`src/rtl/serial2mii_if.sv`:
```
// Byte-strobe input side and MII transmit side of the serial-to-MII bridge.
interface serial2mii_if;
  logic       rx_dv;
  logic [7:0] rx_byte;
  logic       mii_clk;
  logic       mii_en;
  logic [3:0] mii_d;
  logic       busy;
  logic       overflow;

  modport master (
    output rx_dv, rx_byte,
    input  mii_clk, mii_en, mii_d, busy, overflow
  );

  modport slave (
    input  rx_dv, rx_byte,
    output mii_clk, mii_en, mii_d, busy, overflow
  );
endinterface

```
`src/rtl/serial2mii.sv`:
```
// Buffers UART bytes in a FIFO and sends them as preamble+SFD framed payload on MII TX.
//   state    | meaning
//   IDLE     | waiting for a full frame's worth of bytes or an idle timeout
//   PREAMBLE | 15 nibbles of 0x5 then the 0xD SFD nibble
//   DATA     | payload, low nibble first, one FIFO pop per byte
//   IPG      | mii_en low for IPG_NIBBLES ticks
module serial2mii #(
  parameter int CLK_DIV     = 4,
  parameter int FIFO_DEPTH  = 128,
  parameter int FRAME_MAX   = 128,
  parameter int IDLE_CLKS   = 17360,
  parameter int IPG_NIBBLES = 24
) (
  input logic        clk,
  input logic        reset_n,
  serial2mii_if.slave bus
);

  localparam int DW  = (CLK_DIV > 2) ? $clog2(CLK_DIV) : 1;
  localparam int PW  = $clog2(FIFO_DEPTH);
  localparam int OW  = PW + 1;
  localparam int TW  = $clog2(IDLE_CLKS + 1);
  localparam int LW  = $clog2(FRAME_MAX + 1);
  localparam int ICW = $clog2(IPG_NIBBLES + 1);
  localparam int CW  = (ICW > 5) ? ICW : 5;

  typedef enum logic [1:0] {IDLE, PREAMBLE, DATA, IPG} state_t;

  state_t          state;
  logic [DW-1:0]   div_cnt;
  logic            tick;
  logic            mii_clk_q;
  logic            mii_en_q;
  logic [3:0]      mii_d_q;
  logic            busy_q;
  logic            overflow_q;

  logic [7:0]      mem [FIFO_DEPTH];
  logic [PW-1:0]   wr_ptr;
  logic [PW-1:0]   rd_ptr;
  logic [OW-1:0]   occ;
  logic [7:0]      head;
  logic            wr_ok;
  logic            pop;

  logic [TW-1:0]   idle_tmr;
  logic            expired;
  logic            start;

  logic [LW-1:0]   frame_len;
  logic [LW-1:0]   byte_cnt;
  logic            half;
  logic [3:0]      hi_nib;
  logic [CW-1:0]   nib_cnt;

  assign tick    = (div_cnt == DW'(CLK_DIV - 1));
  assign expired = (idle_tmr == TW'(IDLE_CLKS));
  assign wr_ok   = bus.rx_dv && (occ != OW'(FIFO_DEPTH));
  assign head    = mem[rd_ptr];
  assign pop     = tick && (state == DATA) && !half && (byte_cnt != frame_len);
  assign start   = (occ >= OW'(FRAME_MAX)) || (expired && (occ != '0));

  assign bus.mii_clk  = mii_clk_q;
  assign bus.mii_en   = mii_en_q;
  assign bus.mii_d    = mii_d_q;
  assign bus.busy     = busy_q;
  assign bus.overflow = overflow_q;

  // mii_clk is low for the first half of the divider period, so a tick is its falling edge
  always_ff @(posedge clk or negedge reset_n) begin
    if (!reset_n) begin
      div_cnt   <= '0;
      mii_clk_q <= 1'b0;
    end else if (tick) begin
      div_cnt   <= '0;
      mii_clk_q <= 1'b0;
    end else begin
      div_cnt   <= div_cnt + DW'(1);
      mii_clk_q <= (div_cnt >= DW'(CLK_DIV / 2 - 1));
    end
  end

  always_ff @(posedge clk or negedge reset_n) begin
    if (!reset_n) begin
      idle_tmr <= '0;
    end else if (bus.rx_dv) begin
      idle_tmr <= '0;
    end else if (!expired) begin
      idle_tmr <= idle_tmr + TW'(1);
    end
  end

  always_ff @(posedge clk) begin
    if (wr_ok) mem[wr_ptr] <= bus.rx_byte;
  end

  always_ff @(posedge clk or negedge reset_n) begin
    if (!reset_n) begin
      wr_ptr     <= '0;
      rd_ptr     <= '0;
      occ        <= '0;
      overflow_q <= 1'b0;
    end else begin
      if (wr_ok) wr_ptr <= wr_ptr + PW'(1);
      if (pop)   rd_ptr <= rd_ptr + PW'(1);
      case ({wr_ok, pop})
        2'b10:   occ <= occ + OW'(1);
        2'b01:   occ <= occ - OW'(1);
        default: occ <= occ;
      endcase
      if (bus.rx_dv && !wr_ok) overflow_q <= 1'b1;
    end
  end

  // The SFD nibble is driven on the tick that enters DATA; the tick after the last
  // high nibble drops mii_en and enters IPG.
  always_ff @(posedge clk or negedge reset_n) begin
    if (!reset_n) begin
      state     <= IDLE;
      mii_en_q  <= 1'b0;
      mii_d_q   <= 4'h0;
      busy_q    <= 1'b0;
      frame_len <= '0;
      byte_cnt  <= '0;
      half      <= 1'b0;
      hi_nib    <= 4'h0;
      nib_cnt   <= '0;
    end else if (tick) begin
      case (state)
        IDLE: begin
          if (start) begin
            state     <= PREAMBLE;
            busy_q    <= 1'b1;
            mii_en_q  <= 1'b1;
            mii_d_q   <= 4'h5;
            nib_cnt   <= CW'(1);
            frame_len <= (occ >= OW'(FRAME_MAX)) ? LW'(FRAME_MAX) : LW'(occ);
          end
        end
        PREAMBLE: begin
          if (nib_cnt == CW'(15)) begin
            state    <= DATA;
            mii_d_q  <= 4'hD;
            byte_cnt <= '0;
            half     <= 1'b0;
          end else begin
            mii_d_q  <= 4'h5;
            nib_cnt  <= nib_cnt + CW'(1);
          end
        end
        DATA: begin
          if (half) begin
            mii_d_q  <= hi_nib;
            half     <= 1'b0;
            byte_cnt <= byte_cnt + LW'(1);
          end else if (byte_cnt == frame_len) begin
            state    <= IPG;
            mii_en_q <= 1'b0;
            mii_d_q  <= 4'h0;
            nib_cnt  <= '0;
          end else begin
            mii_d_q  <= head[3:0];
            hi_nib   <= head[7:4];
            half     <= 1'b1;
          end
        end
        IPG: begin
          if (nib_cnt == CW'(IPG_NIBBLES - 1)) begin
            state  <= IDLE;
            busy_q <= 1'b0;
          end else begin
            nib_cnt <= nib_cnt + CW'(1);
          end
        end
        default: begin
          state    <= IDLE;
          busy_q   <= 1'b0;
          mii_en_q <= 1'b0;
          mii_d_q  <= 4'h0;
        end
      endcase
    end
  end

endmodule

```
`src/flat_wrapper.sv`:
```
// flat-port wrapper written by rule: the top's interface ports become plain ports
module serial2mii_flat 
#(
  parameter int CLK_DIV     = 4,
  parameter int FIFO_DEPTH  = 128,
  parameter int FRAME_MAX   = 128,
  parameter int IDLE_CLKS   = 17360,
  parameter int IPG_NIBBLES = 24
)
  (clk, reset_n, bus_rx_dv, bus_rx_byte, bus_mii_clk, bus_mii_en, bus_mii_d, bus_busy, bus_overflow);
  serial2mii_if bus_i ();
  input logic clk;
  input logic reset_n;
  input wire logic [$bits(bus_i.rx_dv)-1:0] bus_rx_dv;
  input wire logic [$bits(bus_i.rx_byte)-1:0] bus_rx_byte;
  output wire logic [$bits(bus_i.mii_clk)-1:0] bus_mii_clk;
  output wire logic [$bits(bus_i.mii_en)-1:0] bus_mii_en;
  output wire logic [$bits(bus_i.mii_d)-1:0] bus_mii_d;
  output wire logic [$bits(bus_i.busy)-1:0] bus_busy;
  output wire logic [$bits(bus_i.overflow)-1:0] bus_overflow;
  assign bus_i.rx_dv = bus_rx_dv;
  assign bus_i.rx_byte = bus_rx_byte;
  assign bus_mii_clk = bus_i.mii_clk;
  assign bus_mii_en = bus_i.mii_en;
  assign bus_mii_d = bus_i.mii_d;
  assign bus_busy = bus_i.busy;
  assign bus_overflow = bus_i.overflow;
  serial2mii #(.CLK_DIV(CLK_DIV), .FIFO_DEPTH(FIFO_DEPTH), .FRAME_MAX(FRAME_MAX), .IDLE_CLKS(IDLE_CLKS), .IPG_NIBBLES(IPG_NIBBLES)) u_core (.clk(clk), .reset_n(reset_n), .bus(bus_i));
endmodule
```
`config.mk`:
```
export PLATFORM = sky130hd
export DESIGN_NAME = serial2mii_flat
export DESIGN_NICKNAME = d
export VERILOG_FILES = /design/src/rtl/serial2mii_if.sv /design/src/rtl/serial2mii.sv /design/src/flat_wrapper.sv
export SDC_FILE = /design/constraint.sdc
export NUM_CORES = 1
export LEC_CHECK = 0
export BUFFER_PORTS_ARGS = -buffer_cell sky130_fd_sc_hd__buf_4
export CELL_PAD_IN_SITES_DETAIL_PLACEMENT = 0
export CELL_PAD_IN_SITES_GLOBAL_PLACEMENT = 1
export CORE_MARGIN = 4
export CORE_UTILIZATION = 45
export DETAILED_ROUTE_END_ITERATION = 12
export MAX_ROUTING_LAYER = met4
export PLACE_DENSITY_LB_ADDON = 0.3
export SETUP_SLACK_MARGIN = 0.3
export SLEW_MARGIN = 0
export SYNTH_ARGS = -nofsm -noshare
export SYNTH_HDL_FRONTEND = slang
export SYNTH_SLANG_ARGS = --single-unit
export TNS_END_PERCENT = 50
```
`constraint.sdc`:
```
create_clock -name clk -period 4.6 [get_ports clk]
set_input_delay 0.23 -clock clk [delete_from_list [all_inputs] [get_ports clk]]
set_output_delay 0.23 -clock clk [all_outputs]
set_load 0.02 [all_outputs]
```
Word level (Yosys, flattened, before mapping)

Memory sizes are Yosys's and may differ from the RTL's.
Index checks and enable logic that the tools add are counted.

Register bits after elaboration: 75
Logic and storage cells: 113
Bits of input ports: 11
Memories: 1
Output and inout bits: 8
RAM bits: 1024

Bitwise gates (word level): 2
Reduce and logical (&&, ||, !) cells: 25
Equal/unequal tests: 21
Multiplexer cells: 38
$add $sub $neg: 8
Order comparisons: 2

Memories:

| memory     | words | width | rd ports | clocked after Yosys merged registers in | write ports | line             | source |
|---|---|---|---|---|---|---|---|
| u_core.mem | 128   | 8     | 1        | 0                                       | 1           | serial2mii.sv:38 | `logic [7:0] mem [FIFO_DEPTH];` |

Operators by type and width:

| cell                                                      | number |
|---|---|
| case mux 8 bit (2 select lines)                           | 2 |
| two-way mux 15 bit                                        | 2 |
| two-way mux 5 bit                                         | 5 |
| two-way mux 8 bit                                         | 3 |
| case mux 5 bit (4 select lines)                           | 1 |
| adder 8 x 1 -> 8 bit (second input constant)              | 2 |
| two-way mux 4 bit                                         | 4 |
| adder 15 x 1 -> 15 bit (second input constant)            | 1 |
| equality test 15 bit (second input constant)              | 1 |
| adder 7 x 1 -> 7 bit (second input constant)              | 2 |
| two-way mux 2 bit                                         | 6 |
| case mux 4 bit (3 select lines)                           | 1 |
| AND reduction 4 bit                                       | 3 |
| AND reduction 6 bit                                       | 2 |
| two-way mux 1 bit                                         | 10 |
| inequality test 2 bit (second input constant)             | 5 |
| AND reduction 3 bit                                       | 3 |
| equality test 2 bit (second input constant)               | 4 |
| equality test 8 bit                                       | 1 |
| greater-or-equal comparator 8 bit (second input constant) | 1 |
| inequality test 2 x 1 -> 1 bit (second input constant)    | 4 |
| inequality test 8 bit                                     | 1 |
| inequality test 8 bit (second input constant)             | 1 |
| case mux 2 bit (4 select lines)                           | 1 |
| other kinds (17)                                          | 30 |

Logic depth before layout (Yosys ltp)

Gate-level depths: netlist (run 1).

Word-level depth: 6
Gate-level depth with buffers: 16
Gate-level depth less buffers: 16

Worst setup path after synthesis (run 1)

Ideal clock, no wire load.

Kind: reg-to-reg
From: register u_core.occ[2]
To: register u_core.occ[7]
Setup time: 80 ps
Data arrival time: 3352 ps
Path slack: 1168 ps
Cell stages (with the launch flop): 14
Path buffers: 0
Clock period less this slack: 3432 ps
Required time: 4520 ps
Cell sequence: dfrtp_1 or4_1 nor4_2 a21boi_1 inv_1 ha_1 ha_1 a21o_1 a21oi_1 nor2b_1 o21a_1 o41ai_1 mux2i_1 xnor2_1

Longest elaborated chain between the ends: 4
Elaborated cells between the ends (all ways): 8
Those cells by class: add/sub: 2; eq/ne: 3; mux: 1; reduce/logical: 2

RTL lines:

| what                                                              | line              | source |
|---|---|---|
| start, declared                                                   | serial2mii.sv:41  | `logic [OW-1:0] occ;` |
| start signal, assigned                                            | serial2mii.sv:107 | `2'b10: occ <= occ + OW'(1);` |
| start signal, assigned                                            | serial2mii.sv:108 | `2'b01: occ <= occ - OW'(1);` |
| branches (longest 4 deep; another with subtractor 8 x 1 -> 8 bit) | --                |  |

Several ways; the timed one is not identified.
A chain may end at the register's enable or synchronous reset.

Worst setup path after layout (run 1)

From: register u_core.state[0]
To: register u_core.occ[7]

Longest elaborated chain between the ends: 6
Elaborated cells between the ends (all ways): 8
Those cells by class: eq/ne: 3; mux: 1; reduce/logical: 4

RTL lines:

| what                                                                         | line              | source |
|---|---|---|
| start, declared                                                              | serial2mii.sv:29  | `state_t state;` |
| start signal, assigned                                                       | serial2mii.sv:119 | `state <= IDLE;` |
| start signal, assigned                                                       | serial2mii.sv:132 | `state <= PREAMBLE;` |
| start signal, assigned                                                       | serial2mii.sv:142 | `state <= DATA;` |
| equality test 2 bit *                                                        | serial2mii.sv:60  | `assign pop = tick && (state == DATA) && !half && (byte_cnt != frame_len);` |
| logical AND 1 bit * (3 in series)                                            | serial2mii.sv:60  |  |
| named net u_core.pop                                                         | serial2mii.sv:44  | `logic pop;` |
| equality test 2 x 1 -> 1 bit / equality test 2 bit (equally long branches)   | serial2mii.sv:106 | `case ({wr_ok, pop})` |
| case mux 8 bit (2 select lines) / nonzero test 2 bit (equally long branches) | --                |  |

Mark *: on every way through the listed nets, which the timed path passes. The rest lies on a longest branch.

==> flow_summary.ini, run 1 <==
[detailed_routing]
firstDrtPassIters = 7
num_vias = 21596
drtAntennaViolNets = 0
drtIter0Drc = 2386
drc = 0
wl_per_cell_um = 29.02
avgViaCountPerCell = 5.996
wirelength_um = 104500

[synthesis]
synth_common_cells = 1024 x edfxtp_1, 265 x mux4_2, 178 x nor2_1
synth_edf_count = 1024
syn_area_per_cell_sq_um = 20.14
synth_ff_type = edfxtp_1
ys_warn_count = 0
synth_area_leaders = edfxtp_1 71%, mux4_2 14%, dfrtp_1 4.3%
synth.largest_area_cell = edfxtp_1
synth_area_sq_um = 43250
yosys_register_bits = 1098
synthCells = 2147
synth_nets = 2180
yosysSeqAreaShare = 0.7538
synth_async_sr_flop_share = 0.06740
yosysUniqueCellTypes = 68
yosys.cell_count.top_type = edfxtp_1
synth_top_area_frac = 0.7110

[cts]
clock_latency_ns = 0.69
htreeDepth = 3
cts_tree = yes
cts.sink_count = 1098
clock_tree.root_cell = clkbuf_16
clkSlewWorstSetupHoldPaths_ns = 0.06
clockBufferDepth = 3
post-cts-setup-buffers = 0
cts_buffers = 109

[finish]
area_growth_pct = 12.73
final_area_sq_um = 48760
num-fill-cells = 7507
drive_above_1_share = 0.2338
fin_util = 0.5124
seq_area_sq_um = 32610
multi_input_area_sq_um = 10010
finalNetCount = 2282

[sta]
min_period_ns = 3.945
setup_viol = 0
finClkSkew_ns = 0.03196
tns_ns = 0
rsz0062_at_grt = false
max_clock_freq_mhz = 253.5
finalHoldViolCount = 0
worst_pin_slew_ns = 1.121
slew_violations = 0
period_share = 0.8577
slew_headroom = 0.2499
hold_slack_ns = 0.04161

[die]
row_count = 113
core_sq_um = 95150
ioPinCount = 19
die_y_um = 318.0
die_w_um = 318.0
start_util = 0.4545
die_area_sq_um = 101100

[power_and_ir_drop]
vdd_drop_max_uv = 246.0
p_leak_nw = 15.28
powerDensity_nw_per_um2 = 432.9

[worst_setup_path]
timing.rr.end = u_core.occ[7]
crit_required_ns = 5.19
slowest_stage = dfrtp_1
worst-path-max-fanout = 12
r2r-start = u_core.state[0]
critPathCaptureType = flop
r2r_cells = 16
cp-start-kind = flop
reg2reg_slack_ns = 0.65
cp.arrival_ns = 4.53
path_cells = inv_1, ha_2, inv_1, a311oi_1, buf_4, nand2_1, clkinv_1, ha_1, ha_1, a21o_1, a21oi_1, nor2b_1, o21a_1, o41ai_1, mux2i_1, xnor2_1
critPathKind = flop to flop
slowest_delay_ns = 0.43

[grt]
grt_pass1_wl_um = 154000
grt_pass1_vias = 21954
gr-total-overflow = 0
grt_max_degree = 82
antenna_found_initial = 1
track_usage = 0.2118

[placed_design]
globalplace.congestion = 0.8229
portBuffers = 18
place_area_sq_um = 45200
dp_hpwl_um = 64400

[min_path]
min_from = bus_rx_byte[2]
whs_path_depth = 1
min-delay-path-class = input port to flop
min_to = u_core.mem[103][2]

[outcome]
run_status = completed

[job]
max_cap_violations = 0
worst max-delay path, delay by kind of cell, from the launching register on:
family,cells,cell delay (ns)
compound gates,5,1.24
fa+ha+maj,3,1.00
buf+inv,4,0.64
flops,1,0.43
mux,1,0.27
simple gates,2,0.14
xor+xnor,1,0.13
repair_timing:
item                                   in CTS  in global routing
setup endpoints to repair                   0                  1
gates resized for setup                     0                  1
endpoints found under the hold margin      90                  0
hold buffers                                2                  0
through the flow:
step	setup WS [ns]	instances	power, mW
6_report	0.6545	3602	21.11
5_1_grt	0.4120	3602	21.79
4_1_cts	0.5233	3600	21.25
3_5_place_dp	0.5499	3401	12.49
3_3_place_gp	0.6519	3401	12.45
2_1_floorplan	1.168	2147	11.91
area by class of cell:
type	instances	share of cell area
Antenna cell	2	0.0001026
Clock buffer	146	0.05984
Clock inverter	51	0.01265
Inverter	23	0.001771
Multi-Input combinational cell	914	0.2053
Sequential cell	1098	0.6688
Tap cell	1265	0.03246
Timing Repair Buffer	103	0.01904
cell families (layout without fill, tap and decap cells):
logic type	count (synthesis)	in the layout	share of synthesized area
DFF	1098	1098	0.7538
xor gates and xnor gates	47	47	0.009518
muxes	293	293	0.1447
adders and majority gates	22	22	0.006538
and+or+nand+nor	353	353	0.03738
other	0	2	0
buffers and inverters	135	323	0.01551
AOI/OAI and AO/OA	199	199	0.03257
per-layer routing:
| metal | track usage | share of wire | routed length, um |
|---|---|---|---|
| met1 | 0.3006 | 0.42 | 44410 |
| met4 | 0.04999 | 0.020 | 2136 |
| met3 | 0.03504 | 0.073 | 7633 |
| met5 | - | 0 | 0 |
| met2 | 0.3270 | 0.48 | 50330 |
where the power goes:
group,internal (mW),total [mW],switching [mW]
clock network,5.13,8.83,3.70
logic,0.218,0.988,0.770
registers,11.2,11.3,0.125
total,16.5,21.1,4.60
sequential cells by signal, indices dropped and copies added (netlist names):
signal               count
u_core.frame_len         8
u_core.half              1
u_core.bus.busy          1
u_core.bus.mii_en        1
u_core.idle_tmr         15
u_core.bus.overflow      1
u_core.div_cnt           2
u_core.mem            1024
u_core.hi_nib            4
u_core.occ               8
u_core.wr_ptr            7
u_core.nib_cnt           5
u_core.rd_ptr            7
u_core.bus.mii_d         4
u_core.byte_cnt          8
u_core.state             2
cells in the final DEF, fill, tap and decap left out, types with 4 or more instances in the layout:
master and n:
dfrtp_1 70, mux2_2 8, nor3_1 10, a22oi_1 38, clkbuf_1 33, nor2b_1 19
o21ai_0 29, ha_1 20, a31o_2 7, nand2_1 56, mux2i_1 20, and2_1 4
mux4_2 265, a21oi_1 35, nand2b_1 8, clkbuf_16 110, bufinv_16 12, xor2_1 27
and3_1 9, inv_1 22, a211oi_1 10, nand4_1 9, clkinv_2 13, buf_4 89
nor2_1 177, xnor2_1 20, edfxtp_1 1024, o22ai_1 12, nand3_1 30, a22o_1 15
a221oi_1 22, buf_12 12, nor4_1 5, clkinv_1 18
worst max path at each step:
stage                          from            end  slack, ns  depth (start not counted)
finish              u_core.state[0]  u_core.occ[7]       0.65                         16
CTS                 u_core.state[0]  u_core.occ[7]       0.52                         16
detailed placement  u_core.state[0]  u_core.occ[7]       0.55                         16
global route        u_core.state[0]  u_core.occ[7]       0.41                         16
floorplan             u_core.occ[2]  u_core.occ[7]       1.17                         13
global placement    u_core.state[0]  u_core.occ[7]       0.65                         16
(Power assumes the default switching activity.)
==> run 2, diff against run 1 <==
--- a/config.mk
+++ b/config.mk
@@ -9,7 +9,7 @@
 export CELL_PAD_IN_SITES_DETAIL_PLACEMENT = 0
 export CELL_PAD_IN_SITES_GLOBAL_PLACEMENT = 1
 export CORE_MARGIN = 4
-export CORE_UTILIZATION = 45
+export CORE_UTILIZATION = 30
 export DETAILED_ROUTE_END_ITERATION = 12
 export MAX_ROUTING_LAYER = met4
 export PLACE_DENSITY_LB_ADDON = 0.3
==> flow_summary.ini, run 2 (synthesized netlist as in run 1, its figures left out) <==
[sta]
finClkSkew_ns = 0.03285
min_period_ns = 3.909
period_share = 0.8498
finalHoldViolCount = 0
slew_headroom = 0.2811
rsz0062_at_grt = false
setup_ws_ns = 0.6908
max_clock_freq_mhz = 255.8
tns_ns = 0
setup_viol = 0
worst_pin_slew_ns = 1.077
slew_violations = 0

[cts]
clockBufferDepth = 3
clock_latency_ns = 0.70
cts_tree = yes
htreeDepth = 3
clock_tree.root_cell = clkbuf_16
clkSlewWorstSetupHoldPaths_ns = 0.06
post-cts-setup-buffers = 0
cts_buffers = 113
cts.sink_count = 1098

[detailed_routing]
firstDrtPassIters = 5
drc = 0
num_vias = 21666
drtAntennaViolNets = 0
wirelength_um = 111300
avgViaCountPerCell = 5.072
drtIter0Drc = 2158
wl_per_cell_um = 26.06

[worst_setup_path]
cp.arrival_ns = 4.51
r2r_cells = 16
crit_family = compound AO/OA/AOI/OAI gates
crit_required_ns = 5.20
slowest_delay_ns = 0.42
slowest_stage = dfrtp_1
path_buf_inv = 4
path_cells = inv_1, ha_2, inv_1, a311oi_1, buf_4, nand2_1, clkinv_1, ha_1, ha_1, a21o_1, a21oi_1, nor2b_1, o21a_1, o41ai_1, mux2i_1, xnor2_1
cp-start-kind = flop
critPathKind = flop to flop
critPathCaptureType = flop
cp_num_cells = 16
worst-path-max-fanout = 12

[power_and_ir_drop]
p_leak_nw = 15.39
p_sw_frac = 0.2253
seqPwrFrac = 0.533
clockPowerShare = 0.418
p_comb_frac = 0.048
vdd_drop_max_uv = 278.4
internal_power_mw = 16.42
power.switching_mw = 4.773
powerDensity_nw_per_um2 = 426.3

[die]
die_w_um = 387.7
core_sq_um = 143500
die_y_um = 387.7
row_count = 139
start_util = 0.3014
ioPinCount = 19
die_area_sq_um = 150300

[grt]
track_usage = 0.1504
antenna_found_initial = 4
gr-total-overflow = 0
grt_pass1_vias = 22546
grt_max_degree = 67
grt_pass1_wl_um = 162500

[placed_design]
globalplace.congestion = 0.7911
dp_hpwl_um = 70450
portBuffers = 18
dp_slack_ns = 0.5919

[job]
max_cap_violations = 0

[finish]
antenna_cells = 0
finalNetCount = 2305
final_cell_mix = 1024 x edfxtp_1, 265 x mux4_2, 177 x nor2_1, 114 x clkbuf_16, 110 x buf_4
fin_util = 0.3464
area_growth_pct = 14.92
num-fill-cells = 13388
final_common_cell = edfxtp_1
drive_above_1_share = 0.2393
largest_reg_flops = 1024
top_register = u_core.mem
reg_top3 = u_core.mem: 1024 flops, u_core.idle_tmr: 15 flops

[outcome]
run_status = completed

[min_path]
min-delay-path-class = input port to asynchronous set/reset pin
## run 2: changes by cell type in the layout (fill, tap and decap cells not counted), moves of 4 or more
cell	delta
clkinv_1	+16
clkbuf_16	+4
bufinv_16	-5
buf_4	+21
clkbuf_1	-5
buf_12	-4
## run 2: worst reg2reg max path: stages (launching register included)
cell	delay, ns
dfrtp_1	0.42
inv_1	0.14
ha_2	0.35
inv_1	0.11
a311oi_1	0.34
buf_4	0.22
nand2_1	0.08
clkinv_1	0.09
ha_1	0.33
ha_1	0.30
a21o_1	0.18
a21oi_1	0.22
nor2b_1	0.08
o21a_1	0.19
o41ai_1	0.39
mux2i_1	0.27
xnor2_1	0.13
## run 2: metal layers
layer,GRT usage,vias to the layer above,wire (um)
li1,-,9084,-
met1,0.2069,11740,48350
met2,0.2357,685,53720
met3,0.02640,157,7165
met4,0.03195,0,2112
met5,-,-,0
## run 2: stage by stage
step	instance area, sq um	instances	power (mW)	hold WS (ns)
after global placement	46070	4056	12.50	0.1956
after detailed placement	46070	4056	12.54	0.2098
after floorplan	43250	2147	11.91	-0.06559
final	49700	4272	21.19	0.03826
after CTS	49690	4272	21.40	0.003998
after global routing	49700	4272	21.92	0.02925
## run 2: repair_timing
action / CTS / global route
setup endpoints to repair: 0 / 1
gates resized for setup: 0 / 2
hold endpoints to repair: 83 / 0
hold buffers: 4 / 0
## run 2: layout make-up
class                      count  area (sq um)  area share
clock buffer                 146          3013     0.06062
timing repair buffer         122          1026     0.02064
clock inverter                66         566.8     0.01140
inverter                      23         86.33    0.001737
tap                         1903          2381     0.04791
sequential                  1098         32610      0.6561
multi-input combinational    914         10020      0.2016
## run 2: power by group through the flow
stage	clock [mW]	combinational [mW]	sequential, mW
after CTS	9.07	1.04	11.3
final	8.87	1.02	11.3
after floorplan	0	0.474	11.4
after detailed placement	0	1.03	11.5
after global placement	0	1.01	11.5
after global routing	9.50	1.10	11.3
## run 2: final timing paths
check                           slack [ns]             endpoint              start
worst max-delay path                  0.69        u_core.occ[7]    u_core.state[0]
worst min-delay path                  0.04  u_core.idle_tmr[11]            reset_n
max in group asynchronous             3.54     u_core.rd_ptr[1]            reset_n
worst min register to register        0.43    u_core.div_cnt[0]  u_core.div_cnt[0]
min in group clk                      0.05    u_core.mem[46][4]     bus_rx_byte[4]
worst max register to register        0.69        u_core.occ[7]    u_core.state[0]
